### src/rtl/counter_run_ctrl.sv
//------------------------------------------------------------------------------
// counter_run_ctrl
//   Sequencer for a small up-counter.
//
//   A run works like this:
//     1. A start request in IDLE latches run_len.
//     2. The counter is reset for one cycle (CLR).
//     3. Enable is then held for exactly run_len cycles (RUN).
//     4. In CHECK, the counter value is compared with run_len mod 2^CNT_W.
//        CHECK also drives a one-cycle done pulse.
//
//   pass and the saturating tallies update on the clock edge that leaves CHECK.
//   They are therefore visible from the cycle after the done pulse.
//
//   Optional feature, selected with the macro ABORT_EN:
//     - Adds an abort input.
//     - Asserting abort in CLR or RUN ends the run early.
//     - An aborted run is recorded as a failed run.
//------------------------------------------------------------------------------
`timescale 1ns/1ps

module counter_run_ctrl #(
    parameter int CNT_W   = 4,
    parameter int LEN_W   = 8,
    parameter int TALLY_W = 8
) (
    input  logic               clk,
    input  logic               reset,
    input  logic               start,
    input  logic [LEN_W-1:0]   run_len,
    input  logic [CNT_W-1:0]   cnt_value,
`ifdef ABORT_EN
    input  logic               abort,
`endif
    output logic               cnt_reset,
    output logic               cnt_enable,
    output logic               busy,
    output logic               done,
    output logic               pass,
    output logic [TALLY_W-1:0] runs_tally,
    output logic [TALLY_W-1:0] fail_tally
);

    typedef enum logic [1:0] {
        S_IDLE  = 2'd0,
        S_CLR   = 2'd1,
        S_RUN   = 2'd2,
        S_CHECK = 2'd3
    } state_t;

    localparam logic [LEN_W-1:0]   LEN_ONE   = LEN_W'(1);
    localparam logic [LEN_W-1:0]   LEN_ZERO  = '0;
    localparam logic [TALLY_W-1:0] TALLY_ONE = TALLY_W'(1);
    localparam logic [TALLY_W-1:0] TALLY_MAX = '1;

    state_t             state_q, state_d;
    logic [LEN_W-1:0]   len_q, len_d;
    logic [LEN_W-1:0]   rem_q, rem_d;
    logic               aborted_q, aborted_d;
    logic               pass_q, pass_d;
    logic [TALLY_W-1:0] runs_q, runs_d;
    logic [TALLY_W-1:0] fails_q, fails_d;

    logic               abort_w;
    logic [CNT_W-1:0]   expect_val;
    logic               match_w;

    // Without the abort feature, the early-exit path is tied off.
    // This guarantees that every accepted run completes.
`ifdef ABORT_EN
    assign abort_w = abort;
`else
    assign abort_w = 1'b0;
`endif

    // The expected counter value is the run length reduced modulo 2^CNT_W.
    // The counter wraps, so a run of 20 on a 4-bit counter lands on 4.
    generate
        if (LEN_W >= CNT_W) begin : g_exp_trunc
            assign expect_val = len_q[CNT_W-1:0];
        end else begin : g_exp_ext
            assign expect_val = {{(CNT_W-LEN_W){1'b0}}, len_q};
        end
    endgenerate

    assign match_w = (cnt_value == expect_val);

    // State and result registers.
    // A synchronous reset abandons any run in flight and clears the history.
    always_ff @(posedge clk) begin
        if (reset) begin
            state_q   <= S_IDLE;
            len_q     <= '0;
            rem_q     <= '0;
            aborted_q <= 1'b0;
            pass_q    <= 1'b0;
            runs_q    <= '0;
            fails_q   <= '0;
        end else begin
            state_q   <= state_d;
            len_q     <= len_d;
            rem_q     <= rem_d;
            aborted_q <= aborted_d;
            pass_q    <= pass_d;
            runs_q    <= runs_d;
            fails_q   <= fails_d;
        end
    end

    // Next-state logic, and result bookkeeping for each phase of a run.
    always_comb begin
        state_d   = state_q;
        len_d     = len_q;
        rem_d     = rem_q;
        aborted_d = aborted_q;
        pass_d    = pass_q;
        runs_d    = runs_q;
        fails_d   = fails_q;

        case (state_q)
            S_IDLE: begin
                if (start) begin
                    len_d     = run_len;
                    rem_d     = run_len;
                    aborted_d = 1'b0;
                    state_d   = S_CLR;
                end
            end

            S_CLR: begin
                if (abort_w) begin
                    aborted_d = 1'b1;
                    state_d   = S_CHECK;
                end else if (len_q != LEN_ZERO) begin
                    state_d   = S_RUN;
                end else begin
                    // A zero-length run has no enable cycles, so it goes straight to the compare.
                    state_d   = S_CHECK;
                end
            end

            S_RUN: begin
                rem_d = rem_q - LEN_ONE;
                if (abort_w) begin
                    aborted_d = 1'b1;
                    state_d   = S_CHECK;
                end else if (rem_q == LEN_ONE) begin
                    state_d   = S_CHECK;
                end
            end

            S_CHECK: begin
                // An aborted run never counts as a pass, whatever the counter shows.
                pass_d = match_w && !aborted_q;
                if (runs_q != TALLY_MAX) begin
                    runs_d = runs_q + TALLY_ONE;
                end
                if (!(match_w && !aborted_q) && (fails_q != TALLY_MAX)) begin
                    fails_d = fails_q + TALLY_ONE;
                end
                state_d = S_IDLE;
            end

            default: begin
                state_d = S_IDLE;
            end
        endcase
    end

    // The counter controls and status flags are decoded from the state.
    // cnt_reset is active only in CLR, and cnt_enable only in RUN.
    // As a result, the two can never be high in the same cycle.
    // cnt_enable is also gated by abort, so the counter stops in the abort cycle itself.
    assign cnt_reset  = (state_q == S_CLR);
    assign cnt_enable = (state_q == S_RUN) && !abort_w;
    assign busy       = (state_q != S_IDLE);
    assign done       = (state_q == S_CHECK);
    assign pass       = pass_q;
    assign runs_tally = runs_q;
    assign fail_tally = fails_q;

endmodule

### config.mk
export PLATFORM = sky130hd
export DESIGN_NAME = counter_run_ctrl
export DESIGN_NICKNAME = d
export VERILOG_FILES = /design/src/rtl/counter_run_ctrl.sv
export SDC_FILE = /design/constraint.sdc
export NUM_CORES = 1
export LEC_CHECK = 0
export BUFFER_PORTS_ARGS = -buffer_cell sky130_fd_sc_hd__buf_4
export CAP_MARGIN = 10
export CORE_MARGIN = 2
export CORE_UTILIZATION = 45
export DETAILED_ROUTE_END_ITERATION = 8
export PLACE_DENSITY = 0.69
export SLEW_MARGIN = 20
export SYNTH_ARGS = -nofsm -noshare
export SYNTH_HDL_FRONTEND = slang
export SYNTH_SLANG_ARGS = --single-unit
export TNS_END_PERCENT = 50
### constraint.sdc
create_clock -name clk -period 2.05 [get_ports clk]
set_input_delay 0.1025 -clock clk [delete_from_list [all_inputs] [get_ports clk]]
set_output_delay 0.1025 -clock clk [all_outputs]
set_load 0.02 [all_outputs]
==> results.txt <==
In this run, distinct cell masters in the synthesized netlist total 51. The synthesized netlist devotes 18.6% of its cell area to compound gates. The total standard cell area after synthesis came out at 0.00188 sq mm. In this run the most used layer during global routing was met2. The post-synthesis cell type with the largest combined area was sky130_fd_sc_hd__dfxtp_1. The critical path goes through inv_1 > ha_2 > or4b_1 > nor4_1 > o21ai_0 > a21oi_1. The tools report the worst ir drop on vdd as 0.613 mV.

The startpoint identified for the worst hold timing path is run_len[4]. The post-detailed-route wirelength per cell was 13.8 microns; the maximum clock frequency was 0.538 GHz. Of all nets on the critical path, the largest fanout is 9. The clock-pin transition on the worst setup and hold timing paths is 0.07 ns, and the area added between synthesis and finish is 25.0%.

The floorplan step set the die height to 68.6 microns. The routed layout has 1731 vias. Power spread over the standard cell area amounts to 1040 mW/mm^2. The run gives 377 as the filler cell count. The clock passes through at most 2 buffers. Share of cells above drive strength 1: 22.5%. The depth of the CTS H-tree is 2.

The most used flip-flop cell after synthesis is sky130_fd_sc_hd__dfxtp_1. The number of pins with negative max-slew slack in the final report came out at 0. Setup repair after global routing left no endpoint under its margin. The logs give 0 for the initial antenna violation count and 37.4% for the proportion of synthesized chip area in sequential cells. The final critical-path setup slack is 0.190 ns. Timing analysis after detailed placement gives a worst setup slack of 0.149 ns. The net count of the finished layout came out at 285. Setup violations remaining at the end of the flow were counted as 0.

Synthesis produced a netlist with a net count of 246. Critical path start-end classification: flop to flop. Of the total synthesized cell area, the portion taken by XOR and XNOR cells is 3.27%. For the number of synthesis warnings, the log shows 0.

CTS placed an instance of sky130_fd_sc_hd__clkbuf_8 at the clock tree root. In this run, the number of DRC markers left after iteration 0 of detailed routing was 189. The path type of the worst min-delay path is primary input to flop. The mean instance size in the synthesized netlist works out to 8.45 sq um. The core region is 0.00400 sq mm.

The die outline width was 68.6 microns. After global routing the overflow that remains totals 0. For the number of global-route vias before repair, the log shows 1550.

The top cell type by area accounts for 37.4% of the synthesized area. In the synthesized netlist the async set-or-reset flop fraction comes to 0%. The total wire length is 4310 microns. For hold timing, the worst endpoint is len_q[4]. After technology mapping, the gate count stands at 222.

For the met3 global-route usage, the log shows 4.71%. The area enclosed by the die boundary was 0.00470 sq mm; the largest clock skew in the final design was 0.00472 ns. On the critical path, the stage with the largest delay is an instance of sky130_fd_sc_hd__or4b_1. The number of buffers and inverters on the critical path was 1; the number of buffers inserted to repair setup after CTS was 0.

Number of stages on the worst hold path: 3. Combinational family with the most area after synthesis: simple AND/OR/NAND/NOR gates. Counting flops with a built-in enable in the synthesized netlist gives 0. The worst setup path is captured at a flop. The run gives 20.1% as the total global routing track utilization. The category of cells accounting for the largest share of critical-path delay is simple AND/OR/NAND/NOR gates. The tools report the worst path required time as 2.27 ns. The run gives 3050 microns as the post-DP HPWL. The global-route track usage on met2 is 32.0%.

Counting I/O delays and the setup requirement, the final critical path takes 1.86 ns. The finished cells cover 0.00234 sq mm. Category of the worst setup path launch point: a flop.

The total of cells resized after clock tree synthesis is 0. The initial cell density of the core is 46.9%. TritonCTS built the clock tree. For this design the top-level I/O count stands at 36.

Routability-driven placement finished with a final weighted congestion of 0.818. After synthesis the netlist holds a flip-flop and latch count of 35. The portion of the clock cycle consumed by the worst path in the final layout is 90.7%, and the clock insertion delay at the later pin of the skew report is 0.29 ns.

The first global-routing pass estimated 7070 microns of wire. Data on the critical path arrives at its endpoint at 2.08 ns. Counting the buffers created by CTS gives 5.

The number of placed instances with taps included is 304, and the transition time at the pin with the least slew margin is 0.516 ns. The count of final hold-check violations is 0, and the static leakage is 0.000974 uW. Measured in cells, the most critical reg-to-reg path has a length of 6. Entering global routing, the biggest net connects 36 pins. For the worst slew margin relative to its limit, the log shows 64.9%.

Input and output buffers added on the ports amount to 35. Global routing consumed, on the met1 layer, 26.3% of the routing resources. The count of cells in the finished layout, fillers not included, comes to 312. The tools report the reg-to-reg critical path endpoint as rem_q[5].

The placed cell area is 0.00220 sq mm, and the share of cell area taken by muxes after synthesis is 4.87%. The setup check on the worst reg-to-reg path leaves a slack of 0.19 ns. The tools report the number of antenna diodes as 0. The tools report the final setup TNS as 0 ns. The number of hold buffers added after CTS was 0. Tracing the worst setup path back leads to its startpoint at state_q[0]. The number of clock sinks seen by CTS is 35. The flow ran to the end, and the final reports show no timing, DRC or antenna violations. The first detailed-routing pass took 4 iterations.

After detailed routing, the number of remaining DRC violations is 0. The mean number of vias per cell is 5.55. The count of nets left with antenna violations once routing finished came out at 0. In this run the core area contains 23 standard-cell rows. By area the synthesized netlist is led by sky130_fd_sc_hd__dfxtp_1 37%, sky130_fd_sc_hd__a21oi_1 6.4%, sky130_fd_sc_hd__ha_1 6.0%.

After Yosys synthesis, and, or, nand and nor cells account for 26.0% of the synthesized area. Maximum cell stage delay along the critical path: 0.50 ns. Power after layout: 2430 uW. In this run the critical register-to-register path is launched from state_q[0]. The synthesized netlist devotes 6.00% of its cell area to adder and majority cells.

Across the run, the number of max-cap violations was 0.
## layout by cell type, fill, tap and decap left out, drive strengths merged, types with 7 or more instances in the layout
cell,n
buf,41
dfxtp,35
nand2,26
a21oi,24
nor2,16
o21ai,10
ha,9
nor2b,8
inv,8
xor2,7
## final cells by class
| cell class | instances | area, sq um | share of cell area [%] |
|---|---|---|---|
| Inverter | 8 | 30.0 | 1.28 |
| Clock inverter | 3 | 67.6 | 2.88 |
| Multi-Input combinational cell | 170 | 1110 | 47.2 |
| Tap cell | 50 | 62.6 | 2.67 |
| Clock buffer | 5 | 68.8 | 2.93 |
| Timing Repair Buffer | 41 | 308 | 13.1 |
| Sequential cell | 35 | 701 | 29.9 |
## where the power goes
| part | switching [uW] | internal (uW) |
|---|---|---|
| combinational | 440 | 347 |
| clock | 261 | 485 |
| sequential | 111 | 785 |
| total | 812 | 1620 |
## registers in the layout (all words and copies together) (netlist names)
signal	flops
fail_tally	8
len_q	8
rem_q	8
runs_tally	8
state_q	2
pass	1
## worst max-delay path by stage
stage / to / slack [ns] / cells after the start
after global placement: rem_q[5] / 0.15 / 6
after detailed placement: rem_q[3] / 0.15 / 5
final: rem_q[5] / 0.19 / 6
after floorplan: rem_q[3] / 0.22 / 7
after global routing: rem_q[5] / 0.04 / 6
after CTS: rem_q[5] / 0.12 / 6
## metrics by stage
step / util, % / hold WS, ns
final: 58.6 / 0.0716
after global routing: 58.6 / 0.0875
after CTS: 58.5 / 0.0635
after detailed placement: 55.1 / 0.375
after global placement: 55.1 / 0.369
after floorplan: - / 0.238
## cell usage after synthesis, drive strengths merged, types with 2 or more instances
library cell	number
o2111ai	2
buf	4
nor2	16
nand2	26
mux2i	5
or4	4
nand3	5
a21oi	24
nand4	2
nor3	5
mux2	3
o31ai	5
and2	5
or3	3
inv	8
and4	2
a211oi	2
clkbuf	5
nor4	5
nor3b	2
ha	9
xor2	7
o21ai	10
and3	2
nor2b	8
dfxtp	35
o22ai	2
## routing by layer
| metal | up-vias | wire (microns) |
|---|---|---|
| met4 | 0 | 72 |
| met1 | 806 | 2080 |
| met2 | 35 | 1980 |
| met5 | - | 0 |
| li1 | 881 | - |
| met3 | 9 | 173 |
## kinds of logic (layout without fill, tap and decap cells)
| kind of cell | after synthesis | after routing |
|---|---|---|
| AO/OA/AOI/OAI | 56 | 56 |
| XOR/XNOR | 7 | 7 |
| adder cells (fa/ha/maj) | 9 | 9 |
| buffers and inverters | 17 | 57 |
| flip-flops | 35 | 35 |
| multiplexers | 8 | 8 |
| AND/OR/NAND/NOR | 90 | 90 |
## tightest hold or removal path, cell delays in order
cell                      delay (ns)
sky130_fd_sc_hd__buf_4          0.12
sky130_fd_sc_hd__nand2_1        0.05
sky130_fd_sc_hd__a21oi_1        0.05
(Power assumes the default switching activity.)
